===== config.mk =====
export PLATFORM = sky130hd
export DESIGN_NAME = decoder_grant_arbiter
export DESIGN_NICKNAME = d
export VERILOG_FILES = /design/src/rtl/decoder_grant_arbiter_pkg.sv /design/src/rtl/decoder_grant_arbiter_rr_pick4.sv /design/src/rtl/decoder_grant_arbiter.sv
export SDC_FILE = /design/constraint.sdc
export NUM_CORES = 1
export LEC_CHECK = 0
export ABC_AREA = 1
export BUFFER_PORTS_ARGS = -buffer_cell sky130_fd_sc_hd__buf_2
export CAP_MARGIN = 30
export CELL_PAD_IN_SITES_DETAIL_PLACEMENT = 1
export CELL_PAD_IN_SITES_GLOBAL_PLACEMENT = 2
export CORE_MARGIN = 1
export CORE_UTILIZATION = 35
export DETAILED_ROUTE_END_ITERATION = 10
export PLACE_DENSITY = 0.84
export REMOVE_ABC_BUFFERS = 1
export SYNTH_ARGS = -nofsm -noshare
export SYNTH_HDL_FRONTEND = slang
export SYNTH_SLANG_ARGS = --single-unit

===== constraint.sdc =====
create_clock -name clk -period 3.2 [get_ports clk]
set_input_delay 0.48 -clock clk [delete_from_list [all_inputs] [get_ports clk]]
set_output_delay 0.48 -clock clk [all_outputs]
set_load 0.01 [all_outputs]

===== src/rtl/decoder_grant_arbiter_pkg.sv =====
// Shared types and sizes for the four-way decoder grant arbiter.
package decoder_grant_arbiter_pkg;
    localparam int NUM_REQ = 4;
    localparam int IDX_W   = 2;
    localparam int HOLD_W  = 8;

    typedef enum logic [1:0] {
        IDLE  = 2'b00,
        GRANT = 2'b01,
        GAP   = 2'b10
    } arb_state_t;
endpackage


===== src/rtl/decoder_grant_arbiter_rr_pick4.sv =====
// Combinational round-robin pick: first set request at or after ptr_i.
module rr_pick4
    import decoder_grant_arbiter_pkg::*;
(
    input  logic [NUM_REQ-1:0] req_i,
    input  logic [IDX_W-1:0]   ptr_i,
    output logic               found_o,
    output logic [IDX_W-1:0]   idx_o
);
    logic [IDX_W-1:0] cand;

    // Walk from the farthest offset back so the nearest match wins.
    always_comb begin
        found_o = 1'b0;
        idx_o   = '0;
        cand    = '0;
        for (int k = NUM_REQ - 1; k >= 0; k--) begin
            cand = ptr_i + IDX_W'(k);
            if (req_i[cand]) begin
                found_o = 1'b1;
                idx_o   = cand;
            end
        end
    end
endmodule


===== src/rtl/decoder_grant_arbiter.sv =====
// Round-robin owner of a 2-to-4 decoder: registered one-hot grant,
// select lines, hold timeout and one-cycle turnaround gap.
module decoder_grant_arbiter
    import decoder_grant_arbiter_pkg::*;
#(
    parameter int unsigned MAX_HOLD = 8
) (
    input  logic               clk,
    input  logic               reset,
    input  logic [NUM_REQ-1:0] req,
    output logic [NUM_REQ-1:0] gnt,
    output logic [IDX_W-1:0]   sel,
    output logic               busy,
    output logic               expired
);
    localparam logic [HOLD_W-1:0] HOLD_LAST =
        HOLD_W'((MAX_HOLD == 0) ? 0 : MAX_HOLD - 1);
    localparam logic TIMEOUT_EN = (MAX_HOLD != 0);

    arb_state_t         state_q, state_d;
    logic [NUM_REQ-1:0] gnt_q, gnt_d;
    logic [IDX_W-1:0]   sel_q, sel_d;
    logic [IDX_W-1:0]   idx_q, idx_d;
    logic [IDX_W-1:0]   ptr_q, ptr_d;
    logic [HOLD_W-1:0]  hold_q, hold_d;
    logic               busy_q, busy_d;
    logic               expired_q, expired_d;

    logic               pick_found;
    logic [IDX_W-1:0]   pick_idx;
    logic               release_w;
    logic               timeout_w;

    rr_pick4 u_pick (
        .req_i   (req),
        .ptr_i   (ptr_q),
        .found_o (pick_found),
        .idx_o   (pick_idx)
    );

    assign release_w = ~req[idx_q];
    assign timeout_w = TIMEOUT_EN && (hold_q == HOLD_LAST);

    always_ff @(posedge clk or posedge reset) begin
        if (reset) begin
            state_q   <= IDLE;
            gnt_q     <= '0;
            sel_q     <= '0;
            idx_q     <= '0;
            ptr_q     <= '0;
            hold_q    <= '0;
            busy_q    <= 1'b0;
            expired_q <= 1'b0;
        end else begin
            state_q   <= state_d;
            gnt_q     <= gnt_d;
            sel_q     <= sel_d;
            idx_q     <= idx_d;
            ptr_q     <= ptr_d;
            hold_q    <= hold_d;
            busy_q    <= busy_d;
            expired_q <= expired_d;
        end
    end

    always_comb begin
        state_d = state_q;
        case (state_q)
            IDLE:    if (pick_found) state_d = GRANT;
            GRANT:   if (release_w || timeout_w) state_d = GAP;
            GAP:     state_d = IDLE;
            default: state_d = IDLE;
        endcase
    end

    always_comb begin
        gnt_d     = gnt_q;
        sel_d     = sel_q;
        idx_d     = idx_q;
        ptr_d     = ptr_q;
        hold_d    = hold_q;
        expired_d = 1'b0;
        busy_d    = (state_d == GRANT);
        case (state_q)
            IDLE: begin
                gnt_d = '0;
                if (pick_found) begin
                    gnt_d[pick_idx] = 1'b1;
                    sel_d  = pick_idx;
                    idx_d  = pick_idx;
                    hold_d = '0;
                end
            end
            GRANT: begin
                if (release_w || timeout_w) begin
                    gnt_d = '0;
                    ptr_d = idx_q + IDX_W'(1);
                    // Release wins over a coincident timeout.
                    expired_d = ~release_w & timeout_w;
                end else if (hold_q != '1) begin
                    hold_d = hold_q + HOLD_W'(1);
                end
            end
            default: gnt_d = '0;
        endcase
    end

    assign gnt     = gnt_q;
    assign sel     = sel_q;
    assign busy    = busy_q;
    assign expired = expired_q;
endmodule


### Word-level counts from Yosys, hierarchy flattened

Cells that the tools add are included.

* bits of input ports: 6
* bits in registers: 20
* logic and storage cells: 68
* memories kept: 0
* output and inout port bits: 8
* memory bits (writable): 0
* bits in latches: 0
* memory bits (read-only): 0

* shifts and indexed selects: 0
* divide/modulo/power cells: 0
* equality and inequality tests: 8
* bitwise gates (word level): 2
* $add $sub $neg: 5
* reduce and logical (&&, ||, !) cells: 7
* multiply operators: 0
* magnitude comparators: 7
* multiplexer cells: 32

Operators by type and width (number)
* two-way mux 8 bit: 3
* < comparator 2 x 3 -> 1 bit (second input constant): 6
* one-hot mux 8 bit (2 select lines): 1
* two-way mux 1 bit: 12
* two-way mux 2 bit: 6
* binary-select mux 1 bit (select 2 bit): 5
* adder 8 x 1 -> 8 bit (second input constant): 1
* == test 8 x 3 -> 1 bit (second input constant): 1
* two-way mux 4 bit: 2
* inequality test 2 bit (second input constant): 4
* inequality test 8 bit (second input constant): 1
* one-hot mux 4 bit (2 select lines): 1
* adder 2 x 1 -> 2 bit (second input constant): 2
* adder 2 bit (second input constant): 2
* == test 2 x 1 -> 1 bit (second input constant): 2
* one-hot mux 2 bit (2 select lines): 1
* AND reduction 2 bit: 2
* AND reduction 4 bit: 1
* demux 1 bit (select 2 bit): 1
* >= comparator 2 x 1 -> 1 bit (second input constant): 1
* logical NOT 2 bit: 1
* nonzero test 2 bit: 1
* bitwise AND 1 bit: 1
* logical AND 1 bit: 1
* 2 further kinds: 2

### Longest topological paths before layout

Gate-level depths: netlist of run 1.

* depth after elaboration: 13
* gate-level depth with buffers: 12
* gate-level depth less buffers: 11

### Modules after synthesis

A second synthesis of run 1 with hierarchy kept.

* cells, all modules: 177
* area total of the unflattened synthesis: 1281.2 µm²

Modules (own cells, without submodules)
* decoder_grant_arbiter: times used 1, area each 1068.5 µm², cells each 131
* rr_pick4: times used 1, area each 212.7 µm², cells each 46

### Least setup slack after synthesis of run 1

OpenSTA, ideal clock, no wires.

* kind: reg-to-reg
* from: reg hold_q[0]
* to: reg hold_q[5]
* slack: 1745 ps
* cell stages (with the launch flop): 8
* clock period less this slack: 1455 ps
* data arrival time: 1336 ps
* buffers on the path: 0
* setup time: 119 ps
* cells stage by stage: dfrtp_1 -> ha_1 -> nand2_1 -> nor2_1 -> a31oi_2 -> nand3_4 -> nand2_1 -> nand2_1

* longest elaborated chain between the ends: 4
* elaborated cells between the ends (all ways): 10
* classes of those cells: add/sub: 1; eq/ne: 4; mux: 3; reduce/logical: 2

RTL lines
* from (decl): line decoder_grant_arbiter.sv:25 `logic [HOLD_W-1:0] hold_q, hold_d;`
* from (signal assigned): line decoder_grant_arbiter.sv:60 `hold_q <= hold_d;`
* adder 8 x 1 -> 8 bit or == test 8 x 3 -> 1 bit (tied branches): line decoder_grant_arbiter.sv:101, decoder_grant_arbiter.sv:42
* two-way mux 8 bit or logical OR 1 bit (tied branches): line decoder_grant_arbiter.sv:100, decoder_grant_arbiter.sv:95
* two-way mux 8 bit or inequality test 2 bit (tied branches)
* one-hot mux 8 bit (2 select lines) or AND reduction 4 bit (tied branches)

Parallel ways exist; a longest one is shown, timed or not. The select of a mux whose other input is x is not followed.
A chain may end at the register's enable or synchronous reset.

### Worst setup path in the final report of run 1

* from: reg hold_q[0]
* to: reg hold_q[7]

Same word-level chain as after synthesis.

==> results.md, run 1 <==
- Initial core utilization: 37.88%
- Share of cells above drive strength 1: 17.91%
- Internal power: between 0.6 and 0.7 mW
- CP startpoint kind: flip-flop
- Max_cap viols: 0
- GPL Wtd Cong: 0.8322
- PostCTS Resize Cnt: 0
- Combinational Power Share: 54.4%
- Clock buffer depth: 2
- Reg-to-reg slack, setup: approximately 1400 ps
- Cts hold-fix bufs: 0
- # IOs: 14
- Final worst setup slack: between 1000 and 1500 ps
- Outcome: complete, no violations
- Rows: 21
- Synth Area per Inst: 7.063 um^2
- Post-synth top cells: 70 x nand2_1, 20 x dfrtp_1, 15 x inv_1
- WL/cell: 13.66 um
- Synthesis Warnings: 0
- Arrival time worst endpoint: 1920 ps
- Die Wd: 63.27 um
- Final min period: between 1500 and 2000 ps
- Routed Antenna Nets: 0
- Grt total ovfl: 0
- Die area: around 0.0040 mm^2
- Period utilization: 54.90%
- Starting DRT DRC Count: 70
- Hold Path Class: in -> async
- Fmax: 569.2 MHz
- NetSw: 0.6858 mW
- Post-Layout Cell Count: 247
- Cell count after synthesis: 186
- Post-synth top area share: 38.10%
- Via count: approximately 1.2k
- CP required: 3360 ps
- Reg clk slew, reported paths: 80 ps
- Cells after DPL: around 240
- Final setup fails: 0
- Most Crowded Layer GR: met2
- CP max FO: 12
- Post-synth EDFFs: 0
- Final total negative setup slack: 0 ps
- DRC viols: 0
- Area contributors post-synth: dfrtp_1 38%, nand2_1 20%, nand3_1 5.3%
- Total track usage: a little under a fifth
- Skew final: 1.883 ps
- Synth Cell Area: 0.001314 mm^2
- Main synth FF type: dfrtp_1
- Antenna diodes: 0
- Count of cell types in the netlist: 25
- Post-Place Worst Slack: between 1000 and 1500 ps
- Clk pwr share: 15.2%
- RSZ-0062 raised after global routing: no
- Reg power frac: 30.3%
- Power Dens Cells: between 900 and 1000 mW/mm^2
- Largest net degree at the start of global routing: 21
- Leak: 0.7755 nW
- Count leader, synth: nand2_1
- Final WL: between 3000 and 4000 um
- First-pass GRT wire length: ~6000 um
- Nets: 209
- M1 GR Usage: 26.98%
- CTS H-Tree Depth: 1
- Cell taking the most area after synthesis: dfrtp_1
- Critical Path Sink Type: flip-flop
- Max Slew Vio Count: 0
- Clock Sinks: 20
- GR Util met2: between 20 and 30%
- Clock Latency Late Sink: 270 ps
- Peak supply drop: roughly 0.00037 V
- DP HPWL: 2594 um
- CTS Root Cell: clkbuf_8
- Crit path kind: reg -> reg
- Via/cell ratio: 5.032
- Drt first pass iters: 4
- Core ar.: 0.003468 mm^2
- Setup repair bufs after CTS: 0
- Initial antenna violation count: 0
- Post-route design area: 0.001469 mm^2
- Die Ht: 63.27 um
- Fin util: 42.35%
- Met3 usage: 2.355%
- Sw frac: 50.98%
- Fin. Hold Viols: 0
- Post-DP Area: roughly 0.0014 mm^2
- Port-buffer cells: 13
- Post-synthesis register bit count: 20
- Sequential share of the synthesized area: 38.10%
- Vias in the first global route: 1,277
- Rel. slew slack: 49.00%
- Ys async rst share: 100.0%
- Actual slew at the worst max-slew pin: 764.2 ps
- CTS tree: yes
- Area Growth Syn to Fin: 11.81%
- TritonCTS buffer count: 3
[cell families after synthesis]
kind of cell    count (synthesis)  synth area share, %
compound gates                 12                5.334
xor+xnor                        5                3.334
fa+ha+maj                       1               0.9522
buf+inv                        26                8.762
flops                          20                38.10
simple gates                  122                43.52
[cell type report]
| class | instances | area (um^2) |
|---|---|---|
| Timing Repair Buffer | 13 | 65.06 |
| Sequential cell | 20 | 500.5 |
| Tap cell | 46 | 57.56 |
| Clock buffer | 4 | 55.05 |
| Multi-Input combinational cell | 140 | 698.2 |
| Fill cell | 475 | 1999 |
| Inverter | 24 | 92.59 |
[final timing paths]
kind,to,cells after the start,start
setup / recovery,hold_q[7],9,hold_q[0]
hold reg to reg,gnt[3],2,gnt[3]
max in group asynchronous,expired,2,reset
min in group clk,gnt[3],2,gnt[3]
hold / removal,busy,2,reset
setup reg to reg,hold_q[7],9,hold_q[0]
[placed cells by master (no fill, tap or decap), types with 6 or more instances in the layout]
cell type,count
dfrtp_1,20
buf_2,13
inv_1,15
nor2_1,12
inv_2,6
nand4_1,9
nand2_1,70
o21ai_1,6
nand3_1,14
[stage by stage]
stage	hold slack (ps)	power [mW]
6_report	336.7	1.345
5_1_grt	421.1	1.471
4_1_cts	362.3	1.361
3_5_place_dp	473.3	1.149
3_3_place_gp	461.5	1.130
2_1_floorplan	443.8	0.9482
[power groups by stage]
stage                     combinational (mW)  sequential [mW]  clock [mW]
after CTS                              0.741            0.409       0.212
final                                  0.732            0.408       0.205
after floorplan                        0.541            0.407           0
after global placement                 0.718            0.412           0
after detailed placement               0.736            0.412           0
after global routing                   0.831            0.419       0.221
[critical path, cell delays in order (launching register included)]
cell and delay (ps):
dfrtp_1 410, ha_1 220, nand2_1 120, clkinv_1 140, nand4_1 170, nand2_2 120, nand2_4 170, nand3_4 150
nand2_1 100, nand2_1 50
[state kept, by name, summed over array words and instances (netlist names)]
name,cells
gnt,4
expired,1
busy,1
ptr_q,2
idx_q,2
hold_q,8
state_q,2
[metal layers]
layer / up-vias / wire length [um]
li1: 626 / -
met1: 597 / 1797
met2: 15 / 1447
met3: 5 / 80
met4: 0 / 48
met5: - / 0
(Power assumes the default switching activity.)
==> run 2, diff against run 1 <==
--- a/config.mk
+++ b/config.mk
@@ -11,9 +11,9 @@
 export CELL_PAD_IN_SITES_DETAIL_PLACEMENT = 1
 export CELL_PAD_IN_SITES_GLOBAL_PLACEMENT = 2
 export CORE_MARGIN = 1
-export CORE_UTILIZATION = 35
+export CORE_UTILIZATION = 29
 export DETAILED_ROUTE_END_ITERATION = 10
-export PLACE_DENSITY = 0.84
+export PLACE_DENSITY = 0.75
 export REMOVE_ABC_BUFFERS = 1
 export SYNTH_ARGS = -nofsm -noshare
 export SYNTH_HDL_FRONTEND = slang
==> constraint.sdc (replaced) <==
create_clock -name clk -period 1.6 [get_ports clk]
set_input_delay 0.24 -clock clk [delete_from_list [all_inputs] [get_ports clk]]
set_output_delay 0.24 -clock clk [all_outputs]
set_load 0.01 [all_outputs]
==> results.md, run 2 (synthesized netlist as in run 1, its figures left out) <==
- Outcome: finished with violations
- Violated checks: hold timing
- Initial antenna violation count: 0
- Critical-path top delay cell: dfrtp_2
- CP startpoint kind: flip-flop
- Rel. slew slack: ~81%
- Max FFs per register: 8
- GPL Wtd Cong: 0.8238
- Crit path largest cell delay: 450 ps
- Cells after DPL: 258
- Die area: approximately 0.0048 mm^2
- CTS Root Cell: clkbuf_8
- Via/cell ratio: ~4.8
- Post-Layout Cell Count: 270
- # IOs: 14
- Vias in the first global route: 1,312
- Commonest non-fill, non-tap cell in the layout: nand2_1
- Port-buffer cells: 13
- Clock Latency Late Sink: approximately 260 ps
- Crit path kind: reg -> reg
- Peak supply drop: 0.0006542 V
- CTS tree: yes
- Arrival time worst endpoint: 1750 ps
- CP required: about 1800 ps
- Worst Setup SP: ptr_q[0]
- Worst r2r dst: hold_q[7]
- Clock Sinks: 20
- Drt first pass iters: 4
- Post-Place Worst Slack: -23.80 ps
- Final total negative setup slack: 0 ps
- Share of cells above drive strength 1: between 30% and 40%
- Skew final: 10.72 ps
- Area Growth Syn to Fin: 28.19%
- Core ar.: 0.004354 mm^2
- Reg-to-reg slack, setup: ~60 ps
- Power Dens Cells: about 1800 mW/mm^2
- Die Wd: 69.31 um
- Most frequent cells in the layout: 58 x nand2_1, 17 x dfrtp_1, 16 x nand2_2
- Worst Reg-to-Reg Cells: 10
- Rows: 24
- Max_cap viols: 0
- First-pass GRT wire length: 6251 um
- Worst R2R Start: ptr_q[0]
- Period utilization: 96.27%
- Grt total ovfl: 0
- Actual slew at the worst max-slew pin: approximately 280 ps
- Reg clk slew, reported paths: 80 ps
- Fmax: 649.2 MHz
- Crit-path cells: buf_6, nand2_2, nand2_2, nand2_2, nand2_2, nor2_4, nand3_4, nand3_4, nand2_2, nand2_1
- Critical Path Sink Type: flip-flop
- Total track usage: about 16%
- WL/cell: 13.45 um
- TritonCTS buffer count: 3
- Clock buffer depth: 2
- Starting DRT DRC Count: 35
- Final worst setup slack: 59.70 ps
- WHS: -9.734 ps
- Largest net degree at the start of global routing: 21
- Nets: 227
- Power Total: ~3 mW
- Hold Path Class: in -> async
- Die Ht: between 60 and 70 um
- RSZ-0062 raised after global routing: yes
- Antenna diodes: 0
- Fin. Hold Viols: 10
- Routed Antenna Nets: 0
- CP max FO: 8
- CTS H-Tree Depth: 1
- Leak: ~0.88 nW
- Max Slew Vio Count: 0
- Final setup fails: 0
- Initial core utilization: 30.17%
- Most frequent CP cell: nand2_2
- DRC viols: 0
- Via count: 1,289
- Final WL: 3632 um
- DP HPWL: ~2800 um
- Biggest register: hold_q
- Final min period: 1540 ps
==> run 2: worst max-delay path by stage <==
stage	endpoint	slack, ps	cells past startpoint
detailed placement	idx_q[1]	-20	10
global placement	busy	-4	7
CTS	hold_q[7]	6	7
floorplan	hold_q[5]	110	9
global route	idx_q[0]	-20	10
finish	hold_q[7]	60	10
==> run 2: power breakdown <==
group | switching, mW | internal (mW)
Sequential | 0.150 | 0.651
Combinational | 1.19 | 0.689
Clock | 0.165 | 0.168
Total | 1.51 | 1.51
==> run 2: layer usage <==
| metal | part of all wire [%] | global-route usage [%] | vias to the layer above |
|---|---|---|---|
| li1 | - | - | 657 |
| met1 | 50 | 22.11 | 615 |
| met2 | 46 | 26.00 | 13 |
| met3 | 1.8 | 2.326 | 4 |
| met4 | 1.5 | 6.576 | 0 |
| met5 | 0 | 0 | - |
==> run 2: final cells by class <==
type	count	area, um^2
Fill cell	553	2670
Sequential cell	20	504.2
Clock buffer	3	41.29
Inverter	24	92.59
Timing Repair Buffer	31	224.0
Tap cell	52	65.06
Multi-Input combinational cell	140	757.0
==> run 2: through the flow <==
stage	area, um^2	utilization (%)
after floorplan	1291	-
after global placement	1501	34.48
after detailed placement	1501	34.48
after CTS	1544	35.46
after global routing	1684	38.68
final	1684	38.68
==> run 2: worst max-delay path: cells and delay by family, from the launching register on <==
kind,cells,cell delay (ps)
flip-flops,1,450
buffers and inverters,1,150
AND/OR/NAND/NOR,9,880
==> run 2: repair_timing <==
item / CTS / global route
hold buffers: 0 / 0
endpoints found under the hold margin: 0 / 0
setup buffers: 0 / 9
setup endpoints to repair: 8 / 18
pin swaps: 0 / 17
gates resized for setup: 1 / 27
